### src/rtl/wb_pkg.sv
// Shared constants for the writeback stage: data width, register-address
// width and the ResultSrcW encodings used by the writeback result mux.
package wb_pkg;

  localparam int XLEN       = 32;
  localparam int NREGS      = 32;
  localparam int REG_ADDR_W = $clog2(NREGS);

  // ResultSrcW encodings. RES_RSV is reserved and behaves like RES_ALU.
  localparam logic [1:0] RES_ALU = 2'b00;
  localparam logic [1:0] RES_MEM = 2'b01;
  localparam logic [1:0] RES_PC4 = 2'b10;
  localparam logic [1:0] RES_RSV = 2'b11;

  // Architectural index of a0 (x10), tapped for top-level observation.
  localparam int A0_IDX = 10;

  // Writeback result selection. The reserved encoding falls back to the ALU
  // result so the output never carries X.
  function automatic logic [XLEN-1:0] select_result(
    input logic [1:0]      src,
    input logic [XLEN-1:0] alu,
    input logic [XLEN-1:0] mem,
    input logic [XLEN-1:0] pc4
  );
    logic [XLEN-1:0] res;
    case (src)
      RES_MEM: res = mem;
      RES_PC4: res = pc4;
      default: res = alu;
    endcase
    return res;
  endfunction

endpackage : wb_pkg

### src/rtl/regfile_2r1w.sv
// Two-read / one-write integer register file.
// - x0 is hardwired to zero: it has no storage and writes to it are dropped.
// - Reads are combinational with write-through bypass, so a value being
//   written this cycle is already visible on a read port addressing it.
// - A third, non-bypassed tap port exposes the raw array contents.
module regfile_2r1w #(
  parameter int XLEN  = 32,
  parameter int NREGS = 32,
  parameter int AW    = $clog2(NREGS)
) (
  input  logic            clk,
  input  logic            rst,
  input  logic            we,
  input  logic [AW-1:0]   waddr,
  input  logic [XLEN-1:0] wdata,
  input  logic [AW-1:0]   raddr1,
  input  logic [AW-1:0]   raddr2,
  output logic [XLEN-1:0] rdata1,
  output logic [XLEN-1:0] rdata2,
  input  logic [AW-1:0]   taddr,
  output logic [XLEN-1:0] tdata
);

  // Storage starts at x1; x0 has no flops at all.
  logic [XLEN-1:0] regs [1:NREGS-1];

  logic wr_valid;
  logic hit1;
  logic hit2;

  assign wr_valid = we && (waddr != '0);
  assign hit1     = wr_valid && (raddr1 == waddr);
  assign hit2     = wr_valid && (raddr2 == waddr);

  // Array update: asynchronous clear, then one committed write per edge.
  // NOTE: every register of the array is reset here because the architecture
  // requires x1..x31 to read zero immediately on reset; a plain RAM without
  // this requirement should be left unreset so it can map to memory macros.
  always_ff @(posedge clk or posedge rst) begin
    if (rst) begin
      for (int i = 1; i < NREGS; i++) begin
        regs[i] <= '0;
      end
    end else if (wr_valid) begin
      // NOTE: sequential state is updated with non-blocking assignments so
      // every flop samples pre-edge values regardless of statement order.
      regs[waddr] <= wdata;
    end
  end

  // Read port A: x0 reads zero, a matching in-flight write is bypassed.
  always_comb begin
    // NOTE: defaulting the output first guarantees every path assigns it,
    // so no latch is inferred for the unaddressed cases.
    rdata1 = '0;
    if (raddr1 != '0) begin
      rdata1 = hit1 ? wdata : regs[raddr1];
    end
  end

  // Read port B: same rules as port A.
  always_comb begin
    rdata2 = '0;
    if (raddr2 != '0) begin
      rdata2 = hit2 ? wdata : regs[raddr2];
    end
  end

  // Observation tap: raw array value, deliberately not bypassed.
  always_comb begin
    tdata = '0;
    if (taddr != '0) begin
      tdata = regs[taddr];
    end
  end

endmodule : regfile_2r1w

### src/rtl/wb_regfile.sv
// Writeback stage: selects the result from the MEM/WB outputs, commits it to
// the register file and serves the two decode-stage read ports. ResultW is
// also exported for the forwarding muxes.
// Optional build macro: WB_RETIRE_CNT_EN adds a 64-bit committed-write
// counter on the RetireCnt port; without it the port and counter are absent.
module wb_regfile #(
  parameter int XLEN  = wb_pkg::XLEN,
  parameter int NREGS = wb_pkg::NREGS,
  parameter int AW    = $clog2(NREGS)
) (
  input  logic            clk,
  input  logic            rst,
  input  logic [XLEN-1:0] ALUResultW,
  input  logic [XLEN-1:0] ReadDataW,
  input  logic [XLEN-1:0] PCPlus4W,
  input  logic [AW-1:0]   rdW,
  input  logic            RegWriteW,
  input  logic [1:0]      ResultSrcW,
  input  logic [AW-1:0]   rs1D,
  input  logic [AW-1:0]   rs2D,
  output logic [XLEN-1:0] RD1D,
  output logic [XLEN-1:0] RD2D,
  output logic [XLEN-1:0] ResultW,
  output logic [XLEN-1:0] a0
`ifdef WB_RETIRE_CNT_EN
  ,
  output logic [63:0]     RetireCnt
`endif
);

  import wb_pkg::*;

  localparam logic [AW-1:0] A0_ADDR = AW'(A0_IDX);

  // Writeback result mux; reserved encoding resolves to the ALU result.
  always_comb begin
    ResultW = ALUResultW;
    case (ResultSrcW)
      RES_ALU: ResultW = ALUResultW;
      RES_MEM: ResultW = ReadDataW;
      RES_PC4: ResultW = PCPlus4W;
      RES_RSV: ResultW = ALUResultW;
      default: ResultW = ALUResultW;
    endcase
  end

  regfile_2r1w #(
    .XLEN  (XLEN),
    .NREGS (NREGS),
    .AW    (AW)
  ) u_regfile (
    .clk    (clk),
    .rst    (rst),
    .we     (RegWriteW),
    .waddr  (rdW),
    .wdata  (ResultW),
    .raddr1 (rs1D),
    .raddr2 (rs2D),
    .rdata1 (RD1D),
    .rdata2 (RD2D),
    .taddr  (A0_ADDR),
    .tdata  (a0)
  );

`ifdef WB_RETIRE_CNT_EN
  // Count committed writes (x0 writes are not commits); wraps naturally.
  always_ff @(posedge clk or posedge rst) begin
    if (rst) begin
      RetireCnt <= '0;
    end else if (RegWriteW && (rdW != '0)) begin
      RetireCnt <= RetireCnt + 64'd1;
    end
  end
`endif

endmodule : wb_regfile

### config.mk
export PLATFORM = sky130hd
export DESIGN_NAME = wb_regfile
export DESIGN_NICKNAME = d
export VERILOG_FILES = /design/src/rtl/wb_pkg.sv /design/src/rtl/regfile_2r1w.sv /design/src/rtl/wb_regfile.sv
export SDC_FILE = /design/constraint.sdc
export NUM_CORES = 2
export LEC_CHECK = 0
export CORE_MARGIN = 2
export CORE_UTILIZATION = 30
export DETAILED_ROUTE_END_ITERATION = 8
export SLEW_MARGIN = 15
export SYNTH_ARGS = -nofsm -noshare
export SYNTH_HDL_FRONTEND = slang
export SYNTH_SLANG_ARGS = --single-unit
### constraint.sdc
create_clock -name clk -period 36.1 [get_ports clk]
set_input_delay 3.61 -clock clk [delete_from_list [all_inputs] [get_ports clk]]
set_output_delay 3.61 -clock clk [all_outputs]
set_load 0.02 [all_outputs]
==> impl_metrics.json <==
{
  "post_synth_instance_area_mm2": 0.0528,
  "n_fill_cell": 17300,
  "dp_area_mm2": 0.0566,
  "synth_enable_flop_cells": 0,
  "max_freq_mhz": 78.9,
  "maxSlewHeadroom_pct": 20.0,
  "cp.required_ps": 32490,
  "detailedRoute.firstIterationViolations": 4624,
  "final_layout_size_suffix_gt1_share_pct": 17.2,
  "kind_of_end_point_of_the_critical_path": "primary output",
  "gp_congestion": 0.872,
  "critPathLaunchType": "primary input",
  "die_area_mm2": 0.179,
  "postSynthCellCount": 5060,
  "commonest_non_fill_non_tap_cells_in_the_layout": "1077 x sky130_fd_sc_hd__nand2_1, 1021 x sky130_fd_sc_hd__o21ai_0, 992 x sky130_fd_sc_hd__dfrtp_1",
  "cts_made_buffers": 106,
  "cts_tree": "yes",
  "post_cts.resized_instances": 0,
  "ys_seq_area_share_pct": 47.0,
  "horiz_die_dim_um": 423,
  "finalWirelength_mm": 197,
  "routed-wl-met2_mm": 90.6,
  "fin_tns_setup_ps": 0,
  "ant_nets": 0,
  "largest_register": "u_regfile.regs",
  "place.port_buffers": 243,
  "viasPerCell": 5.66,
  "place_inst": 7190,
  "stdcell_area_mm2": 0.0605,
  "die_height_um": 423,
  "power.ir.vdd_worst_mv": 0.0404,
  "grt_antenna_before_repair": 13,
  "area_growth_syn_to_layout_pct": 14.6,
  "total_count_of_hold_check_failures_in_the_final_report": 0,
  "pin_count_of_the_biggest_net_entering_global_routing": 157,
  "status": "completed",
  "routed_wire_length_per_instance_um": 26.6,
  "synthFlopType": "sky130_fd_sc_hd__dfrtp_1",
  "number_of_synthesis_warnings": 0,
  "clkSinkCount": 992,
  "grt_first_pass_wirelength_mm": 288,
  "cts_hold_buffers_added": 0,
  "grt_overflow": 0,
  "post_synth.cell_area_avg_um2": 10.4,
  "timing.setup.critical_path_class": "primary input to primary output",
  "io-pin-count": 244,
  "power_density_mw_per_mm2": 55.5,
  "static-leakage-power_nw": 25.4,
  "rsz0062_at_grt": "no",
  "min_period_ps": 12670,
  "clockBufferDepth": 3,
  "postSynthRegisterBits": 992,
  "skew_ps": 0,
  "core_area_mm2": 0.174,
  "setup_viol": 0,
  "source_to_sink_clock_delay_at_the_later_pin_of_the_worst_skew_pair_ps": 740,
  "arrival_ps": 9060,
  "layout_commonest_cell": "sky130_fd_sc_hd__nand2_1",
  "top_signal_layer_used": "met5",
  "synth_nets": 5178,
  "cts-htree-levels": 3,
  "root_buffer": "sky130_fd_sc_hd__clkbuf_16",
  "dpl.hpwl_mm": 120,
  "fin_nets": 5091,
  "met1_length_mm": 78.2,
  "worst_pin_slew_ps": 1200,
  "post-cts-setup-buffer-count": 0,
  "largest_register_ff_count": 992,
  "max-cap-violations": 0,
  "detail_route.drc_violations": 0,
  "floorplan.initialDensity_pct": 30.3,
  "synth.distinct_cells": 58,
  "number_of_global_route_vias_before_repair": 41300,
  "final-instance-count-excl-fill": 7394,
  "detailroute.via_count": 41900,
  "final_max_slew_viol_count": 0,
  "fin_crit_share_pct": 35.1,
  "worstPathMaxFanout": 55,
  "p_total_mw": 3.35,
  "drt_pass1_iterations": 6,
  "min-delay-path-class": "flop to flop",
  "track_usage_pct": 21.6,
  "routed-wl-met3_mm": 16.4,
  "async_reset_ff_share_pct": 100,
  "fp-row-count": 153,
  "clkTransAtPathRegs_ps": 60,
  "reg.largest.list": "u_regfile.regs (992)"
}
==> stage by stage <==
stage / hold WS, ps / setup WS [ps] / utilization, %
after global routing: 518 / 23210 / 34.7
after detailed placement: 486 / 23380 / 32.5
after floorplan: 459 / 4580 / -
after global placement: 474 / 23450 / 32.5
final: 496 / 23430 / 34.7
after CTS: 499 / 23340 / 34.7
==> path summary, 6_finish.rpt <==
| kind | slack, ps | to | startpoint | cells past startpoint |
|---|---|---|---|---|
| worst max-delay path | 23430 | RD2D[20] | rs2D[1] | 9 |
| worst min-delay path | 500 | u_regfile.regs[121] | u_regfile.regs[121] | 2 |
| worst max register to register | 35180 | u_regfile.regs[682] | u_regfile.regs[682] | 2 |
| worst min register to register | 500 | u_regfile.regs[121] | u_regfile.regs[121] | 2 |
| max in group asynchronous | 28700 | u_regfile.regs[211] | rst | 6 |
| min in group asynchronous | 3440 | u_regfile.regs[489] | rst | 2 |
==> cells in the mapped netlist, types with 2 or more instances <==
library cell	instances	share of area, %
sky130_fd_sc_hd__nor3_1	2	0.019
sky130_fd_sc_hd__nand4_1	2	0.024
sky130_fd_sc_hd__clkbuf_1	362	2.6
sky130_fd_sc_hd__dfrtp_1	992	47
sky130_fd_sc_hd__mux2_2	126	2.7
sky130_fd_sc_hd__buf_1	10	0.071
sky130_fd_sc_hd__ha_1	2	0.047
sky130_fd_sc_hd__xnor2_1	4	0.066
sky130_fd_sc_hd__a22oi_1	50	0.71
sky130_fd_sc_hd__nor2b_1	47	0.56
sky130_fd_sc_hd__nor3b_1	3	0.043
sky130_fd_sc_hd__clkbuf_4	3	0.043
sky130_fd_sc_hd__xor2_1	6	0.10
sky130_fd_sc_hd__o211ai_1	18	0.26
sky130_fd_sc_hd__buf_6	23	0.49
sky130_fd_sc_hd__a311oi_1	5	0.083
sky130_fd_sc_hd__or4_1	8	0.11
sky130_fd_sc_hd__nand2b_1	7	0.083
sky130_fd_sc_hd__a2111oi_0	38	0.63
sky130_fd_sc_hd__buf_4	57	0.81
sky130_fd_sc_hd__nor2_1	101	0.72
sky130_fd_sc_hd__a21oi_1	76	0.72
sky130_fd_sc_hd__buf_2	95	0.90
sky130_fd_sc_hd__a211oi_1	60	0.85
sky130_fd_sc_hd__mux2i_1	164	3.1
sky130_fd_sc_hd__mux4_2	374	16
sky130_fd_sc_hd__o32a_1	19	0.36
sky130_fd_sc_hd__nor4_1	14	0.17
sky130_fd_sc_hd__o21ai_0	1021	9.7
sky130_fd_sc_hd__inv_1	39	0.28
sky130_fd_sc_hd__and3b_1	2	0.033
sky130_fd_sc_hd__or3_1	3	0.036
sky130_fd_sc_hd__a311o_1	7	0.13
sky130_fd_sc_hd__a2bb2oi_1	7	0.12
sky130_fd_sc_hd__nand3_1	2	0.019
sky130_fd_sc_hd__o21ai_1	16	0.15
sky130_fd_sc_hd__a31oi_1	24	0.28
sky130_fd_sc_hd__and3_1	2	0.024
sky130_fd_sc_hd__a2111oi_1	9	0.17
sky130_fd_sc_hd__o22ai_1	108	1.3
sky130_fd_sc_hd__o21a_1	18	0.26
sky130_fd_sc_hd__nand2_1	1110	7.9
sky130_fd_sc_hd__o31ai_1	9	0.13
==> worst max-delay path, cell delays in order <==
cell and delay [ps]:
sky130_fd_sc_hd__buf_8 370, sky130_fd_sc_hd__buf_4 700, sky130_fd_sc_hd__buf_4 890, sky130_fd_sc_hd__buf_4 900, sky130_fd_sc_hd__mux4_2 610, sky130_fd_sc_hd__mux4_2 480, sky130_fd_sc_hd__a211oi_1 460, sky130_fd_sc_hd__a21oi_1 210
sky130_fd_sc_hd__clkdlybuf4s50_1 650
==> metal layers <==
metal | up-vias | global-route usage (%)
li1 | 18100 | -
met1 | 21300 | 28.1
met2 | 2013 | 33.6
met3 | 471 | 4.52
met4 | 2 | 12.1
met5 | - | 0
==> area by class of cell <==
class	count	area (um^2)	area share (%)
multi-input cells	3476	25400	42.0
flip-flops and latches	992	24800	41.0
repair buffers	357	3340	5.52
clock buffers	146	3110	5.13
well taps	2325	2910	4.81
clock inverters	51	734	1.21
inverters	40	158	0.261
diodes	7	17.5	0.0290
==> cells by family after synthesis <==
group	synth area share [%]
simple gates	9.89
mux	21.8
flops	47.0
compound gates	15.9
fa+ha+maj	0.0474
buf+inv	5.21
xor+xnor	0.166
==> power by group <==
part	internal, mW	leakage [nW]	switching (mW)	total [mW]
registers	1.30	13.2	0.163	1.47
logic	0.319	10.4	0.362	0.681
clock network	0.722	1.90	0.483	1.21
Power figures use the tool's default switching activity.
